==> src/rtl/aes_reg_writer.sv <==
// Streams DataWidth-bit words into a Width-word register bank, one write per accepted word.
// Handshake: a word transfers when in_valid_i && in_ready_o are both high on a rising clk_i edge.
module aes_reg_writer #(
  parameter int Width     = 16,
  parameter int DataWidth = 32
) (
  input  logic                 clk_i,
  input  logic                 rst_i,
  input  logic                 clear_i,
  input  logic                 in_valid_i,
  input  logic [DataWidth-1:0] in_data_i,
  output logic                 in_ready_o,
  output logic [Width-1:0]     we_o,
  output logic [DataWidth-1:0] data_o,
  output logic [Width-1:0]     written_o,
  output logic                 done_o,
  output logic                 overflow_o,
  output logic [1:0]           state_o
);

  typedef enum logic [1:0] {
    IDLE = 2'd0,
    LOAD = 2'd1,
    DONE = 2'd2
  } state_e;

  localparam int              PtrW    = (Width > 1) ? $clog2(Width) : 1;
  localparam logic [PtrW-1:0] LastPtr = PtrW'(Width - 1);

  state_e               state_q, state_d;
  logic [PtrW-1:0]      ptr_q, ptr_d;
  logic [Width-1:0]     we_q, we_d;
  logic [DataWidth-1:0] data_q, data_d;
  logic [Width-1:0]     written_q, written_d;
  logic                 overflow_q, overflow_d;
  logic                 accept;

  // A clear blocks acceptance in the same cycle, so it always wins over in_valid_i.
  assign in_ready_o = (state_q != DONE) && !clear_i;
  assign accept     = in_valid_i && in_ready_o;

  always_ff @(posedge clk_i or posedge rst_i) begin
    if (rst_i) begin
      state_q    <= IDLE;
      ptr_q      <= '0;
      we_q       <= '0;
      data_q     <= '0;
      written_q  <= '0;
      overflow_q <= 1'b0;
    end else begin
      state_q    <= state_d;
      ptr_q      <= ptr_d;
      we_q       <= we_d;
      data_q     <= data_d;
      written_q  <= written_d;
      overflow_q <= overflow_d;
    end
  end

  always_comb begin
    state_d    = state_q;
    ptr_d      = ptr_q;
    we_d       = '0;
    data_d     = data_q;
    written_d  = written_q;
    overflow_d = overflow_q;
    if (clear_i) begin
      state_d    = IDLE;
      ptr_d      = '0;
      written_d  = '0;
      overflow_d = 1'b0;
    end else begin
      case (state_q)
        IDLE, LOAD: begin
          if (accept) begin
            we_d      = Width'(1) << ptr_q;
            data_d    = in_data_i;
            written_d = written_q | (Width'(1) << ptr_q);
            if (ptr_q == LastPtr) begin
              state_d = DONE;
              ptr_d   = '0;
            end else begin
              state_d = LOAD;
              ptr_d   = ptr_q + 1'b1;
            end
          end
        end
        DONE: begin
          // Words offered after completion are dropped but remembered as an overflow.
          if (in_valid_i) begin
            overflow_d = 1'b1;
          end
        end
        default: begin
          state_d = IDLE;
        end
      endcase
    end
  end

  assign we_o       = we_q;
  assign data_o     = data_q;
  assign written_o  = written_q;
  assign overflow_o = overflow_q;
  assign done_o     = (state_q == DONE);
  assign state_o    = state_q;

endmodule

==> config.mk <==
export PLATFORM = sky130hd
export DESIGN_NAME = aes_reg_writer
export DESIGN_NICKNAME = d
export VERILOG_FILES = /design/src/rtl/aes_reg_writer.sv
export SDC_FILE = /design/constraint.sdc
export NUM_CORES = 1
export LEC_CHECK = 0
export ABC_AREA = 1
export BUFFER_PORTS_ARGS = -buffer_cell sky130_fd_sc_hd__clkbuf_2
export CORE_AREA = 2 2 77 79
export DETAILED_ROUTE_END_ITERATION = 8
export DIE_AREA = 0 0 79 81
export MAX_ROUTING_LAYER = met4
export PLACE_DENSITY = 0.83
export SYNTH_ARGS = -nofsm -noshare
export SYNTH_HDL_FRONTEND = slang
export SYNTH_SLANG_ARGS = --single-unit
==> constraint.sdc <==
create_clock -name clk_i -period 4.31 [get_ports clk_i]
set_clock_uncertainty 0.1 [all_clocks]
set_input_delay 0.2155 -clock clk_i [delete_from_list [all_inputs] [get_ports clk_i]]
set_output_delay 0.2155 -clock clk_i [all_outputs]
set_load 0.01 [all_outputs]
==> metrics.cfg, run 1 <==
[worst_hold_path]
hp-class=in -> reg

[synthesis]
ys_seq_area_share_pct=65.3
synth_largest_area_cell=dfrtp_1
synth.avg_cell_area_sq_um=9.68
syn-instance-count=281
synth_area_leaders=dfrtp_1, nand2_1, o21ai_0
syn-num-nets=323
yosysWarningCount=0
synth.top_cell.area_share_pct=65.3
synth_cell_type_count=18
ys_seq_elements=71
synth_area_sq_um=2720

[sta]
grt_setup_unrepaired=no
slew_headroom_pct=44.0
period_share_pct=40.1
finalHoldViolations=0
period_minus_slack_ns=1.73
tns_ns=0
fmax_mhz=579
worst_pin_slew_ns=0.838
setup_viol=0
report.final.slew_viol_count=0

[pwr]
seqPwrFrac_pct=50.9
switching_share_pct=25.1
combPwrFrac_pct=13.0
power-per-cell-area_nw_per_um2=382
ir_drop_v=0.000224
p_leak_nw=2.13
total_power_mw=1.45
clkPwrFrac_pct=36.1
internal-power_mw=1.09
p_sw_uw=364

[finish]
drive_gt1_share_pct=29.1
diodes=0
final_cell_count_no_fill=498
multiInputGateArea_sq_um=816
final_util_pct=66.8
area_growth_pct=39.5
ff_latch_area_sq_um=1780
finalNetCount=461
nFillCells=457

[global_route]
antenna_found_initial=0
track_usage_pct=22.0
grt_max_degree=42
overflow=0
grt_pass1_vias=2330
grt_pass1_wl_mm=10.3

[clocking]
cts_buffer_depth=2
cts.sinks=71
cts_setup_buffers=0
clk_pin_slew_ns=0.07
htree_levels=3
cts_tree=built
clockRootBuffer=clkbuf_8
cts_buffers=9
clock_latency_ns=0.33

[setup_path]
r2r-end=written_o[15]
cp_top_family=simple AND/OR/NAND/NOR gates
crit_chain=nor2_4 > nand2_4 > inv_4 > nand2_1 > o21ai_1
crit_slowest_cell=dfrtp_1
crit_fanout=36
regToRegSetupSlack_ns=2.58
cp-endpoint=written_o[15]
path_class=reg -> reg
arrival_ns=1.88
worstRegToRegCells=5
start_kind=register
startpoint=state_o[1]
cp.depth=5
cp.required_ns=4.47
path_buf_inv=1
timing.rr.start=state_o[1]
cp-end-kind=register
slowest_delay_ns=0.42

[floorplan]
die_w_microns=79
boundaryPins=105
core_sq_um=5680
dieArea_sq_um=6400
die_h_microns=81
rows=28
start_util_pct=47.9

[place]
dpl.hpwl_mm=4.22
post-place-cells=450
routabilityCongestion=0.845
io_buffers=104

[route]
vias=2433
final_antenna_net_count=0
wire_per_inst_microns=13.4
drc=0
viasPerCell=4.89
drtIter0Drc=165
routed_wl_mm=6.70
drt-pass1-iter-count=4

[run_status]
status=complete, no violations

[job]
drv_cap=0

[power by group through the flow]
stage          Clock, mW  Combinational (mW)  Sequential, mW
3_3_place_gp           0               0.160           0.748
2_1_floorplan          0              0.0714           0.766
5_1_grt            0.563               0.212           0.743
4_1_cts            0.532               0.188           0.737
6_report           0.524               0.189           0.738
3_5_place_dp           0               0.164           0.749
[Yosys cell counts, drive strengths merged]
master / instances
nand2: 128
dfrtp: 71
nor2: 19
o21ai: 19
inv: 12
buf: 10
nand4: 7
ha: 6
nand3: 6
a21oi: 1
clkbuf: 1
clkinv: 1
[repair_timing]
action	CTS	global route
resized for setup	0	0
endpoints found under the hold margin	72	0
hold buffers	33	0
[layout make-up]
cell class / instances / area share [%]
clock buffer: 12 / 4.09
clock inverter: 3 / 1.12
inverter: 13 / 1.35
multi-input combinational: 186 / 21.5
sequential: 71 / 46.8
tap: 75 / 2.47
timing repair buffer: 138 / 22.6
[registers in the layout, indices dropped and copies added, names as in the netlist]
register,cells
overflow_o,1
we_o,16
written_o,16
state_o,2
ptr_q,4
data_o,32
[layout by cell type (no fill, tap or decap), drive strengths merged]
master       Yosys  layout
nand2          128     128
clkbuf           1     116
dfrtp           71      71
dlygate4sd3      0      33
nor2            19      19
o21ai           19      19
inv             12      12
nand4            7       7
nand3            6       6
ha               6       6
clkinv           1       2
a21oi            1       1
clkinvlp         0       1
bufinv           0       1
buf             10       1
[worst min-delay path by stage]
stage / start / endpoint / slack [ns] / depth (start not counted)
floorplan: in_data_i[0] / data_o[0] / 0.23 / 2
global placement: in_data_i[8] / data_o[8] / 0.31 / 3
detailed placement: in_data_i[5] / data_o[5] / 0.31 / 3
CTS: in_valid_i / overflow_o / 0.18 / 3
global route: clear_i / state_o[0] / 0.21 / 4
finish: in_valid_i / overflow_o / 0.21 / 3
[kinds of logic (layout without fill, tap and decap cells)]
logic type / count (synthesis) / in the layout / synth area share [%]
buffers and inverters: 24 / 166 / 4.65
AO/OA/AOI/OAI: 20 / 20 / 3.68
adder cells (fa/ha/maj): 6 / 6 / 2.76
flip-flops: 71 / 71 / 65.3
AND/OR/NAND/NOR: 160 / 160 / 23.6
[per-stage QoR]
step                      setup WS, ns  hold slack (ns)  area [sq um]
after CTS                         2.60            0.183          3790
after floorplan                   2.20            0.225          2720
after global placement            2.67            0.311          3270
after detailed placement          2.58            0.312          3270
final                             2.58            0.206          3790
after global routing              2.47            0.214          3790
[routing by layer]
| layer | vias to the layer above | GRT usage [%] | share of wire (%) | wire (microns) |
|---|---|---|---|---|
| li1 | 1150 | - | - | - |
| met1 | 1170 | 25.2 | 39 | 2580 |
| met2 | 92 | 36.1 | 53 | 3530 |
| met3 | 21 | 4.89 | 5.6 | 375 |
| met4 | 0 | 12.8 | 3.2 | 216 |
| met5 | - | - | 0 | 0 |
[worst min-delay path, cell delays in order]
cell and delay (ns):
clkbuf_2 0.17, inv_1 0.10, o21ai_0 0.09
Power figures use the tool's default switching activity.
==> inputs of run 2 (changes only) <==
Settings changed: CORE_AREA 2 2 77 79 to 2 2 83 85, DIE_AREA 0 0 79 81 to 0 0 85 87, PLACE_DENSITY 0.83 to 0.76.
Clock period 4.31 ns to 1.51 ns, I/O delays scaled along.
==> run 2 against run 1 <==
Against the previous run: critical path depth is 2 lower; hold slack worse by 0.15 ns; flip-flop and latch count stayed put; register-to-register slack worse by 2.4 ns; global-route usage is 2.3 points lower; total power grew to 3.0 times the previous value; core utilization is 7.9 points lower; critical endpoint is now ptr_q[2].
==> metrics.cfg, run 2 (synthesized netlist as in run 1, its figures left out) <==
[sta]
finalHoldViolations=0  ; unchanged
period_minus_slack_ns=1.37  ; -0.352 ns
worst_slack_ns=0.135  ; -2.45 ns
slew_headroom_pct=72.8  ; +29 points
worst_pin_slew_ns=0.408  ; -0.431 ns
period_share_pct=91.1  ; +51 points
fmax_mhz=727  ; +26%
tns_ns=0  ; unchanged
grt_setup_unrepaired=no
report.final.slew_viol_count=0  ; unchanged
setup_viol=0  ; unchanged

[setup_path]
cp.required_ns=1.66  ; -2.81 ns
arrival_ns=1.52  ; -0.36 ns
cp_top_family=adder cells
slowest_delay_ns=0.45  ; +0.03 ns
path_class=reg -> reg
crit_chain=ha_1 > ha_1 > o21ai_0
timing.rr.start=ptr_q[0]
path_buf_inv=0  ; -1
startpoint=ptr_q[0]
critPathMostFrequentCell=ha_1
crit_fanout=7  ; -81%
start_kind=register
crit_slowest_cell=dfrtp_1
cp-end-kind=register

[global_route]
antenna_found_initial=0  ; unchanged
grt_pass1_vias=2377  ; +2.0%
grt_util_met1_pct=22.1  ; -3.1 points
overflow=0  ; unchanged
use_met2_pct=32.8  ; -3.3 points
busiest_layer=met2
grt_use_met3_pct=4.45  ; -0.43 points
track_usage_pct=19.8  ; -2.3 points
grt_pass1_wl_mm=10.9  ; +5.9%
grt_max_degree=72  ; +71%

[worst_hold_path]
hp-class=in -> reg
hp-start=clear_i

[clocking]
clk_pin_slew_ns=0.07  ; about the same
cts_buffers=9  ; unchanged
cts_tree=built
cts.sinks=71  ; unchanged
clockRootBuffer=clkbuf_8
cts_buffer_depth=2  ; unchanged
clock_latency_ns=0.33  ; about the same
htree_levels=3  ; unchanged

[finish]
drive_gt1_share_pct=30.0  ; +0.97 points
area_growth_pct=42.5
layout_commonest_cell=nand2_1
finalNetCount=464  ; +0.65%
final_cell_mix=nand2_1, clkbuf_2, dfrtp_1
largest_reg_flops=32  ; unchanged
nFillCells=551  ; +21%
diodes=0  ; unchanged

[route]
final_antenna_net_count=0  ; unchanged
routed_wl_mm=6.72  ; +0.40%
wire_per_inst_microns=13.3  ; -1.2%
drc=0  ; unchanged
vias=2382  ; -2.1%
drtIter0Drc=117  ; -29%
viasPerCell=4.71  ; -3.6%
drt-pass1-iter-count=4  ; unchanged

[floorplan]
die_w_microns=85  ; +7.6%
start_util_pct=41.4  ; -6.5 points
core_sq_um=6570  ; +16%
die_h_microns=87  ; +7.4%
boundaryPins=105  ; unchanged
rows=30  ; +7.1%
dieArea_sq_um=7400  ; +16%

[place]
io_buffers=104  ; unchanged
dpl_worst_slack_ns=0.115  ; -2.47 ns
dpl.hpwl_mm=4.26  ; +0.96%
routabilityCongestion=0.729  ; -14%

[run_status]
status=complete, no violations

[pwr]
p_leak_nw=2.16  ; +1.5%
ir_drop_v=0.000639  ; +190%
power-per-cell-area_nw_per_um2=1130  ; +200%

[job]
drv_cap=0  ; unchanged

## run 2: worst reg2reg max path, cell delays in order, from the launching register on
cell and delay, ns:
dfrtp_1 0.45, ha_1 0.27, ha_1 0.30, o21ai_0 0.18
## run 2: area by class of cell
| type | count | area, sq um | share of cell area [%] |
|---|---|---|---|
| inverter | 13 | 57.6 | 1.49 |
| tap | 80 | 100 | 2.58 |
| multi-input combinational | 186 | 818 | 21.1 |
| sequential | 71 | 1780 | 45.9 |
| timing repair buffer | 141 | 893 | 23.1 |
| clock buffer | 11 | 151 | 3.91 |
| clock inverter | 4 | 77.6 | 2.00 |
## run 2: through the flow
stage               instance area (sq um)  std cells  hold WS, ns  power, mW  util (%)
floorplan                            2720        281       0.0851       2.39         -
CTS                                  3870        506       0.0466       4.41      58.9
global route                         3870        506       0.0588       4.57      59.0
global placement                     3310        458       0.0944       2.61      50.4
detailed placement                   3310        458        0.118       2.62      50.4
finish                               3870        506       0.0575       4.39      59.0
## run 2: worst paths after layout
path	to	slack, ns	cells after the start
min in group asynchronous	we_o[0]	0.28	4
max in group asynchronous	written_o[12]	0.73	4
max	ptr_q[2]	0.14	3
min	overflow_o	0.06	4
max reg2reg	ptr_q[2]	0.14	3
min reg2reg	data_o[0]	0.38	2
## run 2: per-layer routing
| layer | wire, microns | part of all wire (%) |
|---|---|---|
| met1 | 2700 | 40 |
| met2 | 3500 | 52 |
| met3 | 306 | 4.6 |
| met4 | 216 | 3.2 |
| met5 | 0 | 0 |
## run 2: timing repair
item                                    in CTS  in global routing
gates resized for setup                      0                  2
buffers inserted                             0                  0
endpoints found under the hold margin      103                  0
hold buffers                                33                  0
endpoints found under the setup margin       0                  4
## run 2: power by group
group	switching (mW)	internal [mW]
Clock	0.708	1.02
Sequential	0.0834	2.02
Combinational	0.307	0.244
Total	1.10	3.29
